`src/rtl/vm_pkg.sv`:
```
// rtl/vm_pkg.sv - shared types, constants and pricing helper for the vending controller
//
// Purpose: state enumeration, keypad digit width, BCD limit and the slot
// pricing function used by param_vending_machine.
// Ports: none (package).

package vm_pkg;

  localparam int DIGIT_W = 4;
  localparam logic [DIGIT_W-1:0] BCD_MAX = 4'd9;

  typedef enum logic [2:0] {
    ST_IDLE,
    ST_GET_TENS,
    ST_GET_ONES,
    ST_CHECK,
    ST_WAIT_TRAN,
    ST_VENDING,
    ST_DOOR_OPEN_WAIT,
    ST_HOLD
  } vm_state_e;

  // Price grows by one every two columns and by one per row, capped at the
  // largest value the COST bus can carry.
  function automatic int slot_cost(input int row, input int col, input int cost_w);
    int raw;
    int cap;
    raw = (col >> 1) + 1 + row;
    cap = (1 << cost_w) - 1;
    return (raw > cap) ? cap : raw;
  endfunction

endpackage

```
`src/rtl/vm_timeout_counter.sv`:
```
// rtl/vm_timeout_counter.sv - per-state wait timer for the vending controller
//
// Purpose: counts cycles spent in the current wait state, saturating at TIMEOUT.
// Ports:
//   clk_i      in  system clock, rising edge
//   rst_i      in  asynchronous active-high reset
//   clear_i    in  restart the count (asserted on every state change)
//   enable_i   in  current state is a timed wait state
//   expired_o  out the count reaches TIMEOUT on the coming edge

module vm_timeout_counter #(
  parameter int TIMEOUT = 5
) (
  input  logic clk_i,
  input  logic rst_i,
  input  logic clear_i,
  input  logic enable_i,
  output logic expired_o
);

  localparam int CNT_W = (TIMEOUT < 2) ? 1 : $clog2(TIMEOUT + 1);

  logic [CNT_W-1:0] count_q;
  logic [CNT_W-1:0] count_d;

  always_comb begin
    count_d = count_q;
    if (clear_i) begin
      count_d = '0;
    end else if (enable_i && (count_q != CNT_W'(TIMEOUT))) begin
      count_d = count_q + CNT_W'(1);
    end
  end

  always_ff @(posedge clk_i or posedge rst_i) begin
    if (rst_i) begin
      count_q <= '0;
    end else begin
      count_q <= count_d;
    end
  end

  // Look-ahead compare so the state machine leaves on exactly the edge where
  // the count would become TIMEOUT (entry at edge n, exit at edge n+TIMEOUT).
  assign expired_o = enable_i && (count_q == CNT_W'(TIMEOUT - 1));

endmodule

```
`src/rtl/param_vending_machine.sv`:
```
// rtl/param_vending_machine.sv - card-operated vending controller top level
//
// Purpose: two-digit slot selection, stock tracking, payment wait and
// dispenser door handshake with registered status outputs.
// Ports:
//   clk_i          in  system clock, rising edge
//   rst_i          in  asynchronous active-high reset
//   reload_i       in  refill every slot with RELOAD_QTY (IDLE only)
//   card_in_i      in  card present (level)
//   cancel_i       in  abort current selection (pulse)
//   item_code_i    in  BCD digit, sampled with key_press_i
//   key_press_i    in  one-cycle digit strobe
//   valid_tran_i   in  payment approved (pulse)
//   door_open_i    in  dispenser door state (level)
//   vend_o         out item released
//   invalid_sel_o  out selection code out of range
//   sold_out_o     out valid code but slot empty
//   cost_o         out price of the selected slot
//   failed_tran_o  out payment not approved in time

module param_vending_machine
  import vm_pkg::*;
#(
  parameter int NUM_ROWS   = 2,
  parameter int NUM_COLS   = 10,
  parameter int STOCK_W    = 4,
  parameter int RELOAD_QTY = 10,
  parameter int TIMEOUT    = 5,
  parameter int COST_W     = 3
) (
  input  logic               clk_i,
  input  logic               rst_i,
  input  logic               reload_i,
  input  logic               card_in_i,
  input  logic               cancel_i,
  input  logic [DIGIT_W-1:0] item_code_i,
  input  logic               key_press_i,
  input  logic               valid_tran_i,
  input  logic               door_open_i,
  output logic               vend_o,
  output logic               invalid_sel_o,
  output logic               sold_out_o,
  output logic [COST_W-1:0]  cost_o,
  output logic               failed_tran_o
);

  localparam int NUM_SLOTS = NUM_ROWS * NUM_COLS;
  localparam int IDX_W     = (NUM_SLOTS < 2) ? 1 : $clog2(NUM_SLOTS);

  vm_state_e          state_q, state_d;
  logic [DIGIT_W-1:0] tens_q, tens_d;
  logic [DIGIT_W-1:0] ones_q, ones_d;
  logic [IDX_W-1:0]   sel_idx_q, sel_idx_d;
  logic               vend_q, vend_d;
  logic               invalid_q, invalid_d;
  logic               sold_q, sold_d;
  logic               failed_q, failed_d;
  logic [COST_W-1:0]  cost_q, cost_d;

  logic [STOCK_W-1:0] stock_q [NUM_SLOTS];

  logic               reload_all;
  logic               dec_en;
  logic               go_idle;
  logic               abort;
  logic               code_ok;
  logic [IDX_W-1:0]   chk_idx;
  logic               timed_state;
  logic               timer_expired;

  assign abort = ~card_in_i | cancel_i;

  // A code is only usable when both digits are BCD and land inside the grid.
  assign code_ok = (tens_q <= BCD_MAX) && (ones_q <= BCD_MAX) &&
                   (int'(tens_q) < NUM_ROWS) && (int'(ones_q) < NUM_COLS);

  // Forced to slot 0 for bad codes so the stock lookup never goes out of range.
  assign chk_idx = code_ok ? IDX_W'(int'(tens_q) * NUM_COLS + int'(ones_q)) : '0;

  assign timed_state = (state_q == ST_GET_TENS) || (state_q == ST_GET_ONES) ||
                       (state_q == ST_WAIT_TRAN) || (state_q == ST_VENDING);

  vm_timeout_counter #(
    .TIMEOUT (TIMEOUT)
  ) u_timer (
    .clk_i     (clk_i),
    .rst_i     (rst_i),
    .clear_i   (state_d != state_q),
    .enable_i  (timed_state),
    .expired_o (timer_expired)
  );

  always_comb begin
    state_d    = state_q;
    tens_d     = tens_q;
    ones_d     = ones_q;
    sel_idx_d  = sel_idx_q;
    vend_d     = vend_q;
    invalid_d  = invalid_q;
    sold_d     = sold_q;
    failed_d   = failed_q;
    cost_d     = cost_q;
    reload_all = 1'b0;
    dec_en     = 1'b0;
    go_idle    = 1'b0;

    case (state_q)
      ST_IDLE: begin
        go_idle = 1'b1;
        // Reload wins over a card arriving in the same cycle; the card is a
        // level so it is picked up on the following cycle.
        if (reload_i) begin
          reload_all = 1'b1;
        end else if (card_in_i) begin
          go_idle = 1'b0;
          state_d = ST_GET_TENS;
        end
      end

      ST_GET_TENS: begin
        if (abort) begin
          go_idle = 1'b1;
        end else if (key_press_i) begin
          tens_d  = item_code_i;
          state_d = ST_GET_ONES;
        end else if (timer_expired) begin
          go_idle = 1'b1;
        end
      end

      ST_GET_ONES: begin
        if (abort) begin
          go_idle = 1'b1;
        end else if (key_press_i) begin
          ones_d  = item_code_i;
          state_d = ST_CHECK;
        end else if (timer_expired) begin
          go_idle = 1'b1;
        end
      end

      ST_CHECK: begin
        if (abort) begin
          go_idle = 1'b1;
        end else if (!code_ok) begin
          invalid_d = 1'b1;
          state_d   = ST_HOLD;
        end else if (stock_q[chk_idx] == '0) begin
          sold_d  = 1'b1;
          state_d = ST_HOLD;
        end else begin
          sel_idx_d = chk_idx;
          cost_d    = COST_W'(slot_cost(int'(tens_q), int'(ones_q), COST_W));
          state_d   = ST_WAIT_TRAN;
        end
      end

      ST_WAIT_TRAN: begin
        if (abort) begin
          go_idle = 1'b1;
        end else if (valid_tran_i) begin
          dec_en  = 1'b1;
          vend_d  = 1'b1;
          state_d = ST_VENDING;
        end else if (timer_expired) begin
          failed_d = 1'b1;
          state_d  = ST_HOLD;
        end
      end

      ST_VENDING: begin
        if (door_open_i) begin
          cost_d  = '0;
          state_d = ST_DOOR_OPEN_WAIT;
        end else if (timer_expired) begin
          go_idle = 1'b1;
        end
      end

      ST_DOOR_OPEN_WAIT: begin
        if (!door_open_i) begin
          go_idle = 1'b1;
        end
      end

      ST_HOLD: begin
        if (!card_in_i) begin
          go_idle = 1'b1;
        end
      end

      default: begin
        go_idle = 1'b1;
      end
    endcase

    if (go_idle) begin
      state_d   = ST_IDLE;
      vend_d    = 1'b0;
      invalid_d = 1'b0;
      sold_d    = 1'b0;
      failed_d  = 1'b0;
      cost_d    = '0;
    end
  end

  always_ff @(posedge clk_i or posedge rst_i) begin
    if (rst_i) begin
      state_q   <= ST_IDLE;
      tens_q    <= '0;
      ones_q    <= '0;
      sel_idx_q <= '0;
      vend_q    <= 1'b0;
      invalid_q <= 1'b0;
      sold_q    <= 1'b0;
      failed_q  <= 1'b0;
      cost_q    <= '0;
    end else begin
      state_q   <= state_d;
      tens_q    <= tens_d;
      ones_q    <= ones_d;
      sel_idx_q <= sel_idx_d;
      vend_q    <= vend_d;
      invalid_q <= invalid_d;
      sold_q    <= sold_d;
      failed_q  <= failed_d;
      cost_q    <= cost_d;
    end
  end

  // The zero guard keeps the counter from wrapping even though CHECK already
  // refuses empty slots.
  always_ff @(posedge clk_i or posedge rst_i) begin
    if (rst_i) begin
      for (int i = 0; i < NUM_SLOTS; i++) begin
        stock_q[i] <= '0;
      end
    end else if (reload_all) begin
      for (int i = 0; i < NUM_SLOTS; i++) begin
        stock_q[i] <= STOCK_W'(RELOAD_QTY);
      end
    end else if (dec_en && (stock_q[sel_idx_q] != '0)) begin
      stock_q[sel_idx_q] <= stock_q[sel_idx_q] - STOCK_W'(1);
    end
  end

  assign vend_o        = vend_q;
  assign invalid_sel_o = invalid_q;
  assign sold_out_o    = sold_q;
  assign cost_o        = cost_q;
  assign failed_tran_o = failed_q;

endmodule

```
`config.mk`:
```
export PLATFORM = sky130hd
export DESIGN_NAME = param_vending_machine
export DESIGN_NICKNAME = d
export VERILOG_FILES = /design/src/rtl/vm_pkg.sv /design/src/rtl/vm_timeout_counter.sv /design/src/rtl/param_vending_machine.sv
export SDC_FILE = /design/constraint.sdc
export NUM_CORES = 1
export LEC_CHECK = 0
export ABC_AREA = 1
export BUFFER_PORTS_ARGS = -buffer_cell sky130_fd_sc_hd__buf_2
export CORE_MARGIN = 5
export CORE_UTILIZATION = 60
export CTS_CLUSTER_SIZE = 30
export DETAILED_ROUTE_END_ITERATION = 16
export PLACE_DENSITY = 0.77
export SLEW_MARGIN = 0
export SYNTH_ARGS = -nofsm -noshare
export SYNTH_HDL_FRONTEND = slang
export SYNTH_SLANG_ARGS = --single-unit
```
`constraint.sdc`:
```
create_clock -name clk_i -period 4 [get_ports clk_i]
set_input_delay 0 -clock clk_i [delete_from_list [all_inputs] [get_ports clk_i]]
set_output_delay 0 -clock clk_i [all_outputs]
set_load 0.01 [all_outputs]
```
==> run metrics, run 1 <==
termination of the worst setup path=stock_q[30]; GRT Resource Usage Total=0.291; post-synthesis instance area=6250 um2; wire length of the first global-routing pass=29300 um; number of gates resized after cts=0; largest cells by area after synthesis=dfrtp_1 42%, nand2_1 12%, inv_1 7.3%; later-pin clock latency in the skew report=0.39 ns; slowest library cell on the worst path=dfrtp_1; vias in the first global route=5863; average cell area after synthesis=7.24 um2; hold_sp=door_open_i; maximum clock frequency=0.288 GHz; post-DR wirelength/cell=17.3 um; result of the run=finished, final reports clean; initial antenna violation count=0; reg-to-reg critical path startpoint=sel_idx_q[1]; routed metal-1 wirelength=7200 um; part of the cycle the worst path needs=0.869; worst hold-check path type=in -> reg; startpoint type of the worst setup path=flop; Antenna Diode Count=0; internal reg-to-reg setup slack=0.52 ns; overall overflow remaining after global route=0; Routed WL=17700 um; number of endpoints with negative hold slack in the final report=0; library cell occupying the most area in the post-synthesis netlist=dfrtp_1; fraction of layout instances using a drive strength above 1=0.0790; most frequently used cell type in the post-synthesis netlist=nand2_1; flip-flop and latch count after synthesis=106; most frequent cells after synthesis=205 x nand2_1, 122 x inv_1, 106 x dfrtp_1; Pins Over Slew Limit=0; CP cell instances=nand2_1 -> buf_4 -> o22ai_1 -> o21ai_1 -> nand3_1 -> a221oi_2 -> ha_1 -> a31oi_2 -> nand2_1 -> buf_4 -> o22ai_1; count of unique library cells instantiated by Yosys=41; count of cells along the worst register-to-register path=11; final instance area=6720 um2; share of the synthesized area in the top cell type=0.425; Placer Congestion=1.02; category of the most critical setup path=reg -> reg; detailed placement HPWL=12800 um; RR Endpoint=stock_q[30]; CP Data Required Time=4.31 ns; number of buffers inserted by port buffering=18; RSZ-0062 raised after global routing=false; Maximum Capacitance Violations=0; number of H-tree levels=3; core area=10200 um2; worst-case vdd ir drop=0.301 mV; number of nets in the synthesized netlist=887; first-pass iteration count of the detailed router=8; Routed met3 length=1880 um; CTS tree=done; launching instance or port of the critical path=sel_idx_q[1]; via count=6138; Post-Route Skew=0.0140 ns; count of filler cells inserted in the layout=889; total met2 wirelength after detailed routing=8080 um; tightest hold margin=0.0682 ns; First DRT Iteration DRCs=793; tightest slew margin relative to the limit=0.459; fraction of the yosys area taken by sequential cells=0.425; buffer type at the clock tree root=clkbuf_8; vias per std cell=6.01; clock slew at reported path FFs=0.10 ns; DRT antenna net count=0; DIE AREA=12600 um2; final total negative setup slack=0 ns; post-synthesis cell count=863; overall die width=112 um; time the worst path needs with I/O delays and setup=3.48 ns; maximum fanout along the worst path=14; number of top-level pins=19; top flip-flop cell by instance count after synthesis=dfrtp_1; setup-violating endpoint count in the final report=0; slowest cell delay on critical path=0.70 ns; EDFF count, synth=0; total placed instance area=6480 um2; critical path endpoint category=flop; power density over the cells=378 nW/um2; Worst EP arrival=3.78 ns; leak pwr=3.20 nW; area of combinational cells with multiple inputs=2960 um2; proportion of register bits with asynchronous set or reset after synthesis=1.00; drc violations=0; row count=37; storage element area=2650 um2; Sinks on Clock Net=106; YS warnings=0; final net count=905; largest net degree at the start of global routing=66; Starting Density=0.611; area grow syn2layout=7.59%; uppermost signal routing layer after detailed routing=met4; Die Height=112 um; Slew @ Worst Pin=0.811 ns; number of CTS-inserted buffers=9; Clock Tree Buf Depth=2
==> per-layer routing <==
metal  vias up  track usage
met3        59       0.0728
li1       2877            -
met2       347        0.449
met4         0        0.100
met1      2855        0.405
met5         -            0
==> through the flow <==
step	power [mW]	instances	utilization	setup WS, ns
after floorplan	1.72	863	-	1.21
after global placement	1.89	999	0.633	0.876
after detailed placement	1.92	999	0.633	0.651
after CTS	2.54	1022	0.657	0.607
after global routing	2.68	1022	0.657	0.277
final	2.54	1022	0.657	0.524
==> report_power, final <==
group	switching, mW	internal, mW
registers	0.0728	1.15
clock network	0.361	0.264
logic	0.472	0.221
total	0.905	1.64
==> how the worst min path moves through the flow <==
| stage | end | slack, ns | cells after the start |
|---|---|---|---|
| 2_1_floorplan | ones_q[0] | 0.16 | 2 |
| 3_3_place_gp | stock_q[75] | 0.19 | 2 |
| 3_5_place_dp | stock_q[74] | 0.20 | 2 |
| 4_1_cts | cost_o[0] | 0.05 | 6 |
| 5_1_grt | cost_o[0] | 0.08 | 6 |
| 6_report | cost_o[0] | 0.07 | 6 |
==> placed cells by master (no fill, tap or decap), types with 10 or more instances in the layout <==
cell type,n
nand2_1,205
inv_1,121
dfrtp_1,106
nor2_1,95
o22ai_1,65
nand3_1,57
o21ai_0,50
a21oi_1,26
o21ai_1,20
buf_2,18
buf_4,16
nand4_1,15
clkbuf_8,11
ha_1,10
==> timing repair <==
item / in CTS / in global routing
hold buffers: 7 / 0
hold endpoints to repair: 74 / 0
setup endpoints to repair: 0 / 0
buffers inserted: 0 / 0
==> state kept, by name (all words and copies together), names as in the netlist <==
name,flops
stock_q,80
state_q,3
vend_o,1
cost_o,3
sold_out_o,1
tens_q,4
ones_q,4
u_timer.count_q,3
failed_tran_o,1
invalid_sel_o,1
sel_idx_q,5
==> worst max-delay path: cells and delay by family (launching register included) <==
family                   cells  cell delay, ns
AND/OR/NAND/NOR              3            0.80
flip-flops                   1            0.70
adder cells (fa/ha/maj)      1            0.24
buffers and inverters        2            0.60
AO/OA/AOI/OAI                5            1.04
==> final cells by class <==
cell class | count | share of cell area
multi-input combinational | 594 | 0.440
sequential | 106 | 0.395
inverter | 129 | 0.0724
timing repair buffer | 41 | 0.0417
tap | 136 | 0.0253
clock buffer | 15 | 0.0248
clock inverter | 1 | 0.00130
==> logic make-up after synthesis <==
kind of cell               synth area share
and+or+nand+nor                       0.269
DFF                                   0.425
AOI/OAI and AO/OA                     0.170
buffers and inverters                 0.102
adders and majority gates            0.0264
xor gates and xnor gates            0.00821
Power figures use the tool's default switching activity.
==> run 2, diff against run 1 <==
--- a/config.mk
+++ b/config.mk
@@ -15,4 +15,5 @@
 export SLEW_MARGIN = 0
 export SYNTH_ARGS = -nofsm -noshare
 export SYNTH_HDL_FRONTEND = slang
+export SYNTH_HIERARCHICAL = 1
 export SYNTH_SLANG_ARGS = --single-unit
==> run metrics, run 2 <==
overall die width=113 um; clock network fraction of design power=0.277; Post-Route Skew=0.00892 ns; Antenna Diode Count=0; initial antenna violation count=0; placed cell count=1000; total met2 wirelength after detailed routing=8060 um; core area=10300 um2; area grow syn2layout=7.76%; Starting Density=0.613; tightest slew margin relative to the limit=0.512; via count=6185; leading cell type in the layout, fill and taps excluded=nand2_1; number of nets in the synthesized netlist=894; number of buffers inserted by port buffering=18; leak pwr=3.27 nW; CP cell instances=inv_2 -> nand2_2 -> nor2_4 -> nand3_2 -> o211ai_1 -> nand2_1 -> nor2_1 -> nor2_1 -> nand2_1 -> nand2_1 -> o21ai_1 -> or2_0 -> nor2_1 -> a21oi_1 -> inv_1; fraction of the yosys area taken by sequential cells=0.421; CTS tree=done; Worst EP arrival=3.83 ns; largest registers=stock_q: 80 flops, sel_idx_q: 5 flops; category of cells accounting for the largest share of critical-path delay=simple AND/OR/NAND/NOR gates; Sinks on Clock Net=106; Net Sw Frac=0.357; Routed met3 length=1520 um; number of H-tree levels=3; top flip-flop cell by instance count after synthesis=dfrtp_1; time the worst path needs with I/O delays and setup=3.54 ns; final net count=907; register name with the most flops=stock_q; Routed WL=17900 um; Die Height=113 um; largest net degree at the start of global routing=57; post-DR wirelength/cell=17.5 um; flip-flop and latch count after synthesis=106; DIE AREA=12700 um2; vias in the first global route=5848; result of the run=finished, final reports clean; First DRT Iteration DRCs=715; worst hold-check path type=in -> async; drc violations=0; power density over the cells=426 nW/um2; detailed placement HPWL=12800 um; post-layout instance count excluding filler cells=1023; part of the cycle the worst path needs=0.884; post-synthesis instance area=6300 um2; CP Data Required Time=4.30 ns; Slew @ Worst Pin=0.731 ns; DRT antenna net count=0; worst-case vdd ir drop=0.268 mV; vias per std cell=6.05; average cell area after synthesis=7.26 um2; overall overflow remaining after global route=0; fraction of layout instances using a drive strength above 1=0.0755; Maximum Capacitance Violations=0; number of CTS-inserted buffers=9; Clock Tree Buf Depth=2; fin util=0.661; later-pin clock latency in the skew report=0.39 ns; row count=37; slowest cell delay on critical path=0.55 ns; setup-violating endpoint count in the final report=0; internal power consumption=1.86 mW; number of top-level pins=19; most frequently used cell type in the post-synthesis netlist=nand2_1; proportion of power drawn by combinational gates=0.279; first-pass iteration count of the detailed router=6; number of endpoints with negative hold slack in the final report=0; largest cells by area after synthesis=dfrtp_1 42%, nand2_1 11%, inv_1 7.6%; Total Power=2.90 mW; EDFF count, synth=0; most frequent cells after synthesis=189 x nand2_1, 128 x inv_1, 106 x dfrtp_1; GRT Resource Usage Total=0.292; library cell occupying the most area in the post-synthesis netlist=dfrtp_1; proportion of register bits with asynchronous set or reset after synthesis=1.00; uppermost signal routing layer after detailed routing=met4; category of the most critical setup path=reg -> reg; maximum fanout along the worst path=25; maximum clock frequency=0.283 GHz; YS warnings=6; slowest library cell on the worst path=nand3_2; critical path endpoint category=flop; clock slew at reported path FFs=0.10 ns; RSZ-0062 raised after global routing=false; share of the synthesized area in the top cell type=0.421; commonest non-fill, non-tap cells in the layout=189 x nand2_1, 127 x inv_1, 106 x dfrtp_1; Pins Over Slew Limit=0; startpoint type of the worst setup path=flop; count of filler cells inserted in the layout=897; Placer Congestion=0.963; buffers plus inverters on the worst setup path=2; sequential group share of total power=0.445; routed metal-1 wirelength=7750 um; post-synthesis cell count=869; tightest hold margin=0.0504 ns; max reg flops=80; final total negative setup slack=0 ns; wire length of the first global-routing pass=29700 um; count of unique library cells instantiated by Yosys=39; buffer type at the clock tree root=clkbuf_8; net switching power=1.03 mW
-- run 2: cell types whose count changed in the layout (fill, tap and decap cells not counted), moves of 4 or more --
| cell | before | now |
|---|---|---|
| buf_4 | 16 | 12 |
| a21oi_1 | 26 | 38 |
| nand2_1 | 205 | 189 |
| inv_1 | 121 | 127 |
| o21ai_1 | 20 | 15 |
-- run 2: power by group through the flow --
stage	logic, mW	registers (mW)	clock network [mW]
2_1_floorplan	0.585	1.27	0
3_3_place_gp	0.762	1.30	0
3_5_place_dp	0.782	1.30	0
4_1_cts	0.791	1.28	0.818
5_1_grt	0.906	1.30	0.857
6_report	0.807	1.29	0.801
-- run 2: worst paths after layout --
kind / start / end / slack, ns / depth (start not counted)
hold / removal: rst_i / u_timer/count_q[1] / 0.05 / 3
setup / recovery: tens_q[1] / sel_idx_q[4] / 0.46 / 15
setup reg to reg: tens_q[1] / sel_idx_q[4] / 0.46 / 15
min in group clk_i: cancel_i / vend_o / 0.14 / 6
max in group asynchronous: rst_i / stock_q[53] / 2.66 / 4
hold reg to reg: cost_o[2] / cost_o[2] / 0.51 / 2
-- run 2: final cells by class --
cell class	instances	area (um2)	area share
multi-input combinational	593	2970	0.437
sequential	106	2650	0.390
inverter	135	512	0.0753
timing repair buffer	37	250	0.0368
tap	136	170	0.0250
clock buffer	10	128	0.0188
clock inverter	6	113	0.0166
-- run 2: per-stage QoR --
stage	cell area, um2	setup slack [ns]
final	6790	0.462
after global routing	6790	0.140
after CTS	6790	0.441
after detailed placement	6480	0.472
after global placement	6480	0.522
after floorplan	6300	1.30
-- run 2: timing repair --
action / in CTS / in global routing
hold endpoints to repair: 68 / 0
buffers inserted: 0 / 0
hold buffers: 7 / 0
gates resized for setup: 0 / 1
endpoints found under the setup margin: 0 / 8
-- run 2: cell families after synthesis --
kind of cell	Yosys count	share of synthesized area
adders and majority gates	13	0.0282
xor gates and xnor gates	4	0.00675
and+or+nand+nor	384	0.257
DFF	106	0.421
AOI/OAI and AO/OA	192	0.178
buffers and inverters	170	0.110
-- run 2: worst register-to-register path, stage by stage (launching register included) --
cell and delay (ns):
dfrtp_1 0.47, inv_2 0.11, nand2_2 0.08, nor2_4 0.39, nand3_2 0.55, o211ai_1 0.37
nand2_1 0.10, nor2_1 0.21, nor2_1 0.06, nand2_1 0.07, nand2_1 0.08, o21ai_1 0.17
or2_0 0.50, nor2_1 0.09, a21oi_1 0.13, inv_1 0.05
-- run 2: routing by layer --
metal  track usage  up-vias
met3        0.0717       47
met2         0.444      305
met1         0.409     2927
met5             0        -
met4         0.106        0
li1              -     2906
==> run 3, diff against run 2 <==
--- a/config.mk
+++ b/config.mk
@@ -12,6 +12,7 @@
 export CTS_CLUSTER_SIZE = 30
 export DETAILED_ROUTE_END_ITERATION = 16
 export PLACE_DENSITY = 0.77
+export RECOVER_POWER = 100
 export SLEW_MARGIN = 0
 export SYNTH_ARGS = -nofsm -noshare
 export SYNTH_HDL_FRONTEND = slang
==> constraint.sdc (replaced) <==
create_clock -name clk_i -period 4.1 [get_ports clk_i]
set_input_delay 0 -clock clk_i [delete_from_list [all_inputs] [get_ports clk_i]]
set_output_delay 0 -clock clk_i [all_outputs]
set_load 0.01 [all_outputs]
==> run metrics, run 3 (synthesis results as in run 2) <==
result of the run=finished, violations left; violations in the final reports=negative hold slack, max-capacitance violations, max-slew violations; Maximum Capacitance Violations=1; area grow syn2layout=7.03%; storage element area=2650 um2; category of the most critical setup path=reg -> reg; Routed met3 length=1640 um; CTS tree=done; First DRT Iteration DRCs=718; Antenna Diode Count=0; number of top-level pins=19; vias in the first global route=6018; detailed placement HPWL=12900 um; crit path setup slack, layout=0.260 ns; slowest cell delay on critical path=0.60 ns; largest net degree at the start of global routing=70; proportion of power drawn by combinational gates=0.275; Starting Density=0.613; leak pwr=3.23 nW; final net count=905; slowest library cell on the worst path=inv_1; clock slew at reported path FFs=0.11 ns; number of H-tree levels=3; worst hold-check path type=in -> async; number of endpoints with negative hold slack in the final report=3; Setup Fix Bufs, Post-CTS=0; final total negative setup slack=0 ns; fraction of layout instances using a drive strength above 1=0.0610; wire length of the first global-routing pass=29800 um; RSZ-0062 raised after global routing=false; row count=37; GRT Resource Usage Total=0.296; Die Height=113 um; CP Data Required Time=4.37 ns; worst-case vdd ir drop=0.424 mV; maximum clock frequency=0.260 GHz; overall overflow remaining after global route=0; later-pin clock latency in the skew report=0.40 ns; part of the cycle the worst path needs=0.937; count of filler cells inserted in the layout=936; Clock Tree Buf Depth=2; largest registers=stock_q: 80 flops, sel_idx_q: 5 flops; initial antenna violation count=0; CP cell instances=clkinvlp_2 -> nor2_1 -> inv_1 -> o22ai_1 -> o21ai_0 -> nand3_1 -> nor2_1 -> nand3_2 -> xnor2_2 -> nand2_1 -> nand2_1 -> o21ai_0; power density over the cells=418 nW/um2; post-placement worst setup slack=0.573 ns; sequential group share of total power=0.446; vias per std cell=6.01; internal power consumption=1.81 mW; Placer Congestion=1.02; critical path endpoint category=flop; Net Sw Frac=0.357; DRT antenna net count=0; area of combinational cells with multiple inputs=2960 um2; via count=6136; drc violations=0; DIE AREA=12700 um2; maximum fanout along the worst path=20; buffer type at the clock tree root=clkbuf_8; number of buffers inserted by port buffering=18; clock network fraction of design power=0.279; tightest slew margin relative to the limit=-0.756; commonest non-fill, non-tap cells in the layout=190 x nand2_1, 129 x inv_1, 106 x dfrtp_1; leading cell type in the layout, fill and taps excluded=nand2_1; register name with the most flops=stock_q; total met2 wirelength after detailed routing=8150 um; Pins Over Slew Limit=70; max reg flops=80; Slew @ Worst Pin=2.63 ns; Post-Route Skew=0.0148 ns; time the worst path needs with I/O delays and setup=3.84 ns; setup-violating endpoint count in the final report=0; number of CTS-inserted buffers=9; core area=10300 um2; Sinks on Clock Net=106; Routed WL=18100 um; net switching power=1.01 mW; routed metal-1 wirelength=7490 um; startpoint type of the worst setup path=flop; post-DR wirelength/cell=17.7 um; uppermost signal routing layer after detailed routing=met4; first-pass iteration count of the detailed router=6; tightest hold margin=-0.000396 ns; overall die width=113 um; Worst EP arrival=4.11 ns
==> run 3: cell type report <==
type	instances	share of cell area
Multi-Input combinational cell	593	0.438
Sequential cell	106	0.393
Inverter	135	0.0753
Timing Repair Buffer	35	0.0326
Tap cell	136	0.0252
Clock buffer	10	0.0189
Clock inverter	6	0.0167
==> run 3: worst paths after layout <==
path,from,end,slack (ns),cells past startpoint
max in group asynchronous,rst_i,stock_q[13],1.03,4
worst max register to register,sel_idx_q[0],stock_q[63],0.26,12
worst min-delay path,rst_i,u_timer/count_q[0],-0.0004,3
worst max-delay path,sel_idx_q[0],stock_q[63],0.26,12
min in group clk_i,door_open_i,state_q[1],0.04,3
worst min register to register,cost_o[0],cost_o[0],0.50,2
==> run 3: power groups by stage <==
| stage | combinational, mW | clock, mW | sequential [mW] |
|---|---|---|---|
| 2_1_floorplan | 0.571 | 0 | 1.24 |
| 3_3_place_gp | 0.748 | 0 | 1.27 |
| 3_5_place_dp | 0.771 | 0 | 1.27 |
| 4_1_cts | 0.777 | 0.800 | 1.25 |
| 5_1_grt | 0.882 | 0.841 | 1.27 |
| 6_report | 0.776 | 0.786 | 1.26 |
==> run 3: routing by layer <==
metal,vias up,track usage
met3,58,0.0674
met1,2871,0.391
met5,-,0
li1,2888,-
met4,0,0.146
met2,319,0.459
==> run 3: worst max-delay path, delay by kind of cell (launching register included) <==
family	cells	cell delay (ns)
and+or+nand+nor	6	1.54
buffers and inverters	2	0.82
AOI/OAI and AO/OA	3	0.63
DFF	1	0.50
xor gates and xnor gates	1	0.20
==> run 3: timing repair <==
| item | CTS | global route |
|---|---|---|
| resized for setup | 0 | 0 |
| hold endpoints to repair | 80 | 0 |
| hold buffers | 6 | 0 |
==> run 3: metrics by stage <==
stage,total power [mW],util,hold WS (ns),instances,instance area [um2]
3_5_place_dp,2.04,0.629,-0.0981,999,6470
3_3_place_gp,2.02,0.629,-0.102,999,6470
5_1_grt,2.99,0.657,0.00417,1021,6750
2_1_floorplan,1.81,-,-0.246,869,6300
4_1_cts,2.83,0.659,0.0150,1021,6770
6_report,2.82,0.657,-0.000396,1021,6750
